`src/rtl/reg_wb_queue.sv`:
```
// Write-back pair queue for the dual-issue register file. Retiring results are buffered
// as lane pairs, drained one pair per cycle onto write ports 3/6, and forwarded to decode.
module reg_wb_queue #(
    parameter int ADDRESS_WIDTH = 5,
    parameter int DATA_WIDTH    = 32,
    parameter int DEPTH         = 4
) (
    input  logic                          clk,
    input  logic                          rst,
    input  logic                          in_valid0,
    input  logic [ADDRESS_WIDTH-1:0]      in_rd0,
    input  logic [DATA_WIDTH-1:0]         in_data0,
    input  logic                          in_valid1,
    input  logic [ADDRESS_WIDTH-1:0]      in_rd1,
    input  logic [DATA_WIDTH-1:0]         in_data1,
    output logic                          in_ready,
    input  logic                          drain_en,
    output logic [ADDRESS_WIDTH-1:0]      AD3,
    output logic [DATA_WIDTH-1:0]         WD3,
    output logic                          WE3,
    output logic [ADDRESS_WIDTH-1:0]      AD6,
    output logic [DATA_WIDTH-1:0]         WD6,
    output logic                          WE6,
    input  logic [ADDRESS_WIDTH-1:0]      fwd_addr1,
    input  logic [ADDRESS_WIDTH-1:0]      fwd_addr2,
    input  logic [ADDRESS_WIDTH-1:0]      fwd_addr4,
    input  logic [ADDRESS_WIDTH-1:0]      fwd_addr5,
    output logic                          fwd_hit1,
    output logic                          fwd_hit2,
    output logic                          fwd_hit4,
    output logic                          fwd_hit5,
    output logic [DATA_WIDTH-1:0]         fwd_data1,
    output logic [DATA_WIDTH-1:0]         fwd_data2,
    output logic [DATA_WIDTH-1:0]         fwd_data4,
    output logic [DATA_WIDTH-1:0]         fwd_data5,
    output logic [$clog2(DEPTH):0]        count
);
    localparam int PW = $clog2(DEPTH);
    localparam int CW = PW + 1;

    logic                     r_v0  [DEPTH];
    logic [ADDRESS_WIDTH-1:0] r_rd0 [DEPTH];
    logic [DATA_WIDTH-1:0]    r_d0  [DEPTH];
    logic                     r_v1  [DEPTH];
    logic [ADDRESS_WIDTH-1:0] r_rd1 [DEPTH];
    logic [DATA_WIDTH-1:0]    r_d1  [DEPTH];
    logic [PW-1:0]            r_head;
    logic [PW-1:0]            r_tail;
    logic [CW-1:0]            r_count;
    logic                     r_we3;
    logic                     r_we6;
    logic [ADDRESS_WIDTH-1:0] r_ad3;
    logic [ADDRESS_WIDTH-1:0] r_ad6;
    logic [DATA_WIDTH-1:0]    r_wd3;
    logic [DATA_WIDTH-1:0]    r_wd6;

    logic w_v0;
    logic w_v1;
    logic w_push;
    logic w_pop;
    logic [DATA_WIDTH:0] w_f1;
    logic [DATA_WIDTH:0] w_f2;
    logic [DATA_WIDTH:0] w_f4;
    logic [DATA_WIDTH:0] w_f5;

    // Newest-wins lookup: scanning oldest to newest and overwriting leaves the newest match.
    function automatic logic [DATA_WIDTH:0] fwd_lookup(input logic [ADDRESS_WIDTH-1:0] addr);
        logic                  hit;
        logic [DATA_WIDTH-1:0] data;
        logic [PW-1:0]         idx;
        logic                  m;
        hit  = 1'b0;
        data = {DATA_WIDTH{1'b0}};
        m    = r_we3 && (r_ad3 == addr);
        hit  = m ? 1'b1 : hit;
        data = m ? r_wd3 : data;
        m    = r_we6 && (r_ad6 == addr);
        hit  = m ? 1'b1 : hit;
        data = m ? r_wd6 : data;
        for (int i = 0; i < DEPTH; i++) begin
            idx  = r_head + PW'(i);
            m    = (i < int'(r_count)) && r_v0[idx] && (r_rd0[idx] == addr);
            hit  = m ? 1'b1 : hit;
            data = m ? r_d0[idx] : data;
            m    = (i < int'(r_count)) && r_v1[idx] && (r_rd1[idx] == addr);
            hit  = m ? 1'b1 : hit;
            data = m ? r_d1[idx] : data;
        end
        hit = (addr == {ADDRESS_WIDTH{1'b0}}) ? 1'b0 : hit;
        return {hit, data};
    endfunction

    // Lane filter: x0 never written, and a same-address pair keeps only the younger lane.
    always_comb begin
        w_v1   = in_valid1 && (in_rd1 != {ADDRESS_WIDTH{1'b0}});
        w_v0   = in_valid0 && (in_rd0 != {ADDRESS_WIDTH{1'b0}}) && !(w_v1 && (in_rd1 == in_rd0));
        w_push = in_ready && (w_v0 || w_v1);
        w_pop  = drain_en && (r_count != {CW{1'b0}});
    end

    assign in_ready = (r_count < CW'(DEPTH));
    assign count    = r_count;

    // Pair storage; valids are cleared on reset so stale entries can never forward.
    always_ff @(posedge clk) begin
        if (rst) begin
            for (int i = 0; i < DEPTH; i++) begin
                r_v0[i] <= 1'b0;
                r_v1[i] <= 1'b0;
            end
        end else if (w_push) begin
            r_v0[r_tail]  <= w_v0;
            r_rd0[r_tail] <= in_rd0;
            r_d0[r_tail]  <= in_data0;
            r_v1[r_tail]  <= w_v1;
            r_rd1[r_tail] <= in_rd1;
            r_d1[r_tail]  <= in_data1;
        end else begin
            r_v0[r_tail] <= r_v0[r_tail];
        end
    end

    // Pointers and occupancy; pointers wrap naturally at the power-of-two depth.
    always_ff @(posedge clk) begin
        if (rst) begin
            r_head  <= {PW{1'b0}};
            r_tail  <= {PW{1'b0}};
            r_count <= {CW{1'b0}};
        end else begin
            r_head <= w_pop  ? r_head + {{(PW-1){1'b0}}, 1'b1} : r_head;
            r_tail <= w_push ? r_tail + {{(PW-1){1'b0}}, 1'b1} : r_tail;
            case ({w_push, w_pop})
                2'b10:   r_count <= r_count + {{(CW-1){1'b0}}, 1'b1};
                2'b01:   r_count <= r_count - {{(CW-1){1'b0}}, 1'b1};
                default: r_count <= r_count;
            endcase
        end
    end

    // Output stage: a pop loads both ports from the head pair; otherwise enables drop.
    always_ff @(posedge clk) begin
        if (rst) begin
            r_we3 <= 1'b0;
            r_we6 <= 1'b0;
            r_ad3 <= {ADDRESS_WIDTH{1'b0}};
            r_ad6 <= {ADDRESS_WIDTH{1'b0}};
            r_wd3 <= {DATA_WIDTH{1'b0}};
            r_wd6 <= {DATA_WIDTH{1'b0}};
        end else if (w_pop) begin
            r_we3 <= r_v0[r_head];
            r_we6 <= r_v1[r_head];
            r_ad3 <= r_rd0[r_head];
            r_ad6 <= r_rd1[r_head];
            r_wd3 <= r_d0[r_head];
            r_wd6 <= r_d1[r_head];
        end else begin
            r_we3 <= 1'b0;
            r_we6 <= 1'b0;
        end
    end

    assign WE3 = r_we3;
    assign WE6 = r_we6;
    assign AD3 = r_ad3;
    assign AD6 = r_ad6;
    assign WD3 = r_wd3;
    assign WD6 = r_wd6;

    // Four independent forwarding queries.
    always_comb begin
        w_f1 = fwd_lookup(fwd_addr1);
        w_f2 = fwd_lookup(fwd_addr2);
        w_f4 = fwd_lookup(fwd_addr4);
        w_f5 = fwd_lookup(fwd_addr5);
    end

    assign fwd_hit1  = w_f1[DATA_WIDTH];
    assign fwd_hit2  = w_f2[DATA_WIDTH];
    assign fwd_hit4  = w_f4[DATA_WIDTH];
    assign fwd_hit5  = w_f5[DATA_WIDTH];
    assign fwd_data1 = w_f1[DATA_WIDTH-1:0];
    assign fwd_data2 = w_f2[DATA_WIDTH-1:0];
    assign fwd_data4 = w_f4[DATA_WIDTH-1:0];
    assign fwd_data5 = w_f5[DATA_WIDTH-1:0];

endmodule

```
`config.mk`:
```
export PLATFORM = sky130hd
export DESIGN_NAME = reg_wb_queue
export DESIGN_NICKNAME = d
export VERILOG_FILES = /design/src/rtl/reg_wb_queue.sv
export SDC_FILE = /design/constraint.sdc
export NUM_CORES = 2
export LEC_CHECK = 0
export CORE_ASPECT_RATIO = 1.5
export CORE_MARGIN = 5
export CORE_UTILIZATION = 38
export DETAILED_ROUTE_END_ITERATION = 16
export GPL_TIMING_DRIVEN = 0
export HOLD_SLACK_MARGIN = 0.12
export MAX_ROUTING_LAYER = met4
export SLEW_MARGIN = 15
export SYNTH_ARGS = -nofsm -noshare
export SYNTH_HDL_FRONTEND = slang
export SYNTH_SLANG_ARGS = --single-unit
```
`constraint.sdc`:
```
create_clock -name clk -period 9.3 [get_ports clk]
set_clock_uncertainty 0.1 [all_clocks]
set_input_delay 2.325 -clock clk [delete_from_list [all_inputs] [get_ports clk]]
set_output_delay 2.325 -clock clk [all_outputs]
set_load 0.01 [all_outputs]
```
==> flow_metrics.env <==
export IMPL_drtAntennaViolNets=0
export IMPL_postLayoutSetupSlackWorst_ns=-0.4567
export IMPL_ir_drop_uv=227.3
export IMPL_synth_edff_count=304
export IMPL_min_period_ns=9.757
export IMPL_cts_path_max_buffers=3
export IMPL_yosysSeqAreaShare_pct=31.85
export IMPL_p_leak_nw=12.71
export IMPL_path_cells="clkdlybuf4s50_1 > clkbuf_2 > xnor2_1 > nand4_1 > o21ai_2 > buf_2 > o211ai_1 > a211oi_1 > o22ai_1 > clkdlybuf4s50_1"
export IMPL_finalPower_w=0.009453
export IMPL_ys_ff_latch=389
export IMPL_syn_inst=3532
export IMPL_grt_overflow=0
export IMPL_required_ns=6.88
export IMPL_dp_hpwl_mm=208.0
export IMPL_tightest_slew_ns=1.466
export IMPL_maxCapViolations=1
export IMPL_synthFlopType="edfxtp_1"
export IMPL_portBuffers=305
export IMPL_async_flop_share_pct=0
export IMPL_grt_pass1_vias=36590
export IMPL_cts_max_level=2
export IMPL_die_area_um2=95690
export IMPL_drc=0
export IMPL_drt_wl_total_mm=250.9
export IMPL_rows=134
export IMPL_start_util_pct=38.27
export IMPL_netlist_area_um2=34000
export IMPL_syn_nets=3640
export IMPL_violations="max-capacitance violations, negative setup slack"
export IMPL_nets=4014
export IMPL_cts_tree="yes"
export IMPL_yosys_warnings=0
export IMPL_cp_start_kind="input pin"
export IMPL_area_growth_pct=19.55
export IMPL_placed_cells=5011
export IMPL_min_path_type="reg -> reg"
export IMPL_via_per_inst=7.604
export IMPL_period_share_pct=104.9
export IMPL_grt_usage_pct=51.73
export IMPL_vias=38900
export IMPL_core_um2=88860
export IMPL_slowest_stage="a211oi_1"
export IMPL_syn_avg_cell_area_um2=9.627
export IMPL_nFillCells=8678
export IMPL_finalHoldViolations=0
export IMPL_cts_root_buffer="clkbuf_16"
export IMPL_cp_common_cell="clkdlybuf4s50_1"
export IMPL_r2r_slack_ns=4.62
export IMPL_ios=311
export IMPL_cp_max_fo=10
export IMPL_synth_cell_type_count=98
export IMPL_synth_most_common_cell="nand2_1"
export IMPL_max_stage_delay_ns=0.83
export IMPL_worstSkewPairLatency_ns=0.62
export IMPL_power_density_nw_per_um2=232.5
export IMPL_first_iter_violations=6145
export IMPL_die_w_um=254.2
export IMPL_max_freq_mhz=102.5
export IMPL_instances_no_fill=5116
export IMPL_die_h_um=376.4
export IMPL_antenna_found_initial=22
export IMPL_cts_made_buffers=40
export IMPL_gp_congestion=1.150
export IMPL_final_max_slew_viol_count=0
export IMPL_setup_viol=36
export IMPL_layout_drive_gt1_share_pct=17.00
export IMPL_grt_max_degree=47
export IMPL_clkTransAtPathRegs_ns=0.06
export IMPL_worst_ep_arrival_time_ns=7.33
export IMPL_routedWlPerCell_um=49.05
export IMPL_path_class="in -> out"
export IMPL_rsz0062_at_grt="true"
export IMPL_yosys_area_top_type="edfxtp_1"
export IMPL_grt_first_pass_wirelength_mm=328.6
export IMPL_status="finished with violations"
export IMPL_worstSetupEndpointType="output port"
export IMPL_drt_pass1_iterations=9
export IMPL_synth_top_cell_area_share_pct=26.85
export IMPL_yosys_top_cells_area="edfxtp_1 (27%), mux4_2 (12%), dfxtp_1 (5.0%)"
export IMPL_synthTopCellsByCount="nand2_1 (340), edfxtp_1 (304), nor2_1 (270)"
export IMPL_cts_sinks=389
export IMPL_relSlewSlack_pct=1.262
==> through the flow <==
| stage | instance area (um2) | utilization (%) | setup TNS, ns | setup WS [ns] | hold WS [ns] |
|---|---|---|---|---|---|
| 2_1_floorplan | 34000 | - | 0 | 2.281 | 0.4156 |
| 3_3_place_gp | 38500 | 43.33 | -46.17 | -1.306 | 0.4181 |
| 3_5_place_dp | 38850 | 43.72 | -30.06 | -1.287 | 0.4375 |
| 4_1_cts | 40380 | 45.44 | -0.03206 | -0.03206 | 0.4466 |
| 5_1_grt | 40650 | 45.74 | -0.01571 | -0.009114 | 0.4736 |
| 6_report | 40650 | 45.75 | -3.972 | -0.4567 | 0.4527 |
==> metal layers <==
layer  GRT usage [%]  wire length [um]
met1           55.78             83350
met2           74.81            106000
met3           16.35             29190
met4           47.93             32430
met5               -                 0
==> power by group <==
group / internal [W] / switching [W]
Clock: 0.000881 / 0.000754
Sequential: 0.00211 / 0.000267
Combinational: 0.00165 / 0.00379
Total: 0.00464 / 0.00481
==> area by class of cell <==
type	instances	area [um2]	share of cell area, %
multi-input combinational	2735	21660	53.29
sequential	389	10830	26.64
timing repair buffer	332	3401	8.365
buffer	349	1762	4.334
tap	1156	1446	3.558
clock buffer	45	1020	2.508
clock inverter	27	250.2	0.6156
inverter	59	221.5	0.5448
antenna	24	60.06	0.1477
==> worst max-delay path: cells and delay by family <==
kind                   cells  cell delay, ns
AND/OR/NAND/NOR            1            0.71
buffers and inverters      4            1.98
XOR/XNOR                   1            0.21
AO/OA/AOI/OAI              4            2.07
==> cell families (layout without fill, tap and decap cells) <==
group / count (synthesis) / count (layout) / synth area share (%)
AND/OR/NAND/NOR: 982 / 982 / 13.46
multiplexers: 394 / 394 / 18.76
other: 0 / 24 / 0
flip-flops: 389 / 389 / 31.85
adder cells (fa/ha/maj): 9 / 9 / 0.3312
AO/OA/AOI/OAI: 1150 / 1150 / 24.92
XOR/XNOR: 200 / 200 / 5.151
buffers and inverters: 408 / 812 / 5.530
==> cell usage in the layout, fill, tap and decap left out, types with 66 or more instances in the layout <==
cell type and n:
nand2_1 338, a221oi_1 88, mux4_2 183, xnor2_1 157, clkbuf_1 164, dfxtp_1 85
buf_2 104, o21ai_0 85, mux2_2 87, mux2i_1 118, a21oi_1 234, edfxtp_1 304
o221ai_1 77, clkdlybuf4s50_1 304, nor3_1 66, nor2_1 257
==> final timing paths <==
| check | to | cells past startpoint | startpoint |
|---|---|---|---|
| worst max-delay path | fwd_data4[8] | 10 | fwd_addr4[4] |
| worst min-delay path | WD3[29] | 2 | WD3[29] |
| worst max register to register | WD3[29] | 8 | register |
| worst min register to register | WD3[29] | 2 | WD3[29] |
==> repair_timing <==
action | CTS | global route
resized for setup | 65 | 50
setup buffers | 6 | 3
endpoints found under the setup margin | 93 | 41
pin swaps | 4 | 1
hold buffers | 0 | 0
==> flip-flops by register name, summed over array words and instances (netlist names), 5 cells and up, named ones only <==
register / cells
r_d0: 128
r_rd0: 20
r_d1: 128
r_rd1: 20
WD6: 32
AD3: 5
AD6: 5
WD3: 32
Note: power is estimated with default switching activity, not from simulation.
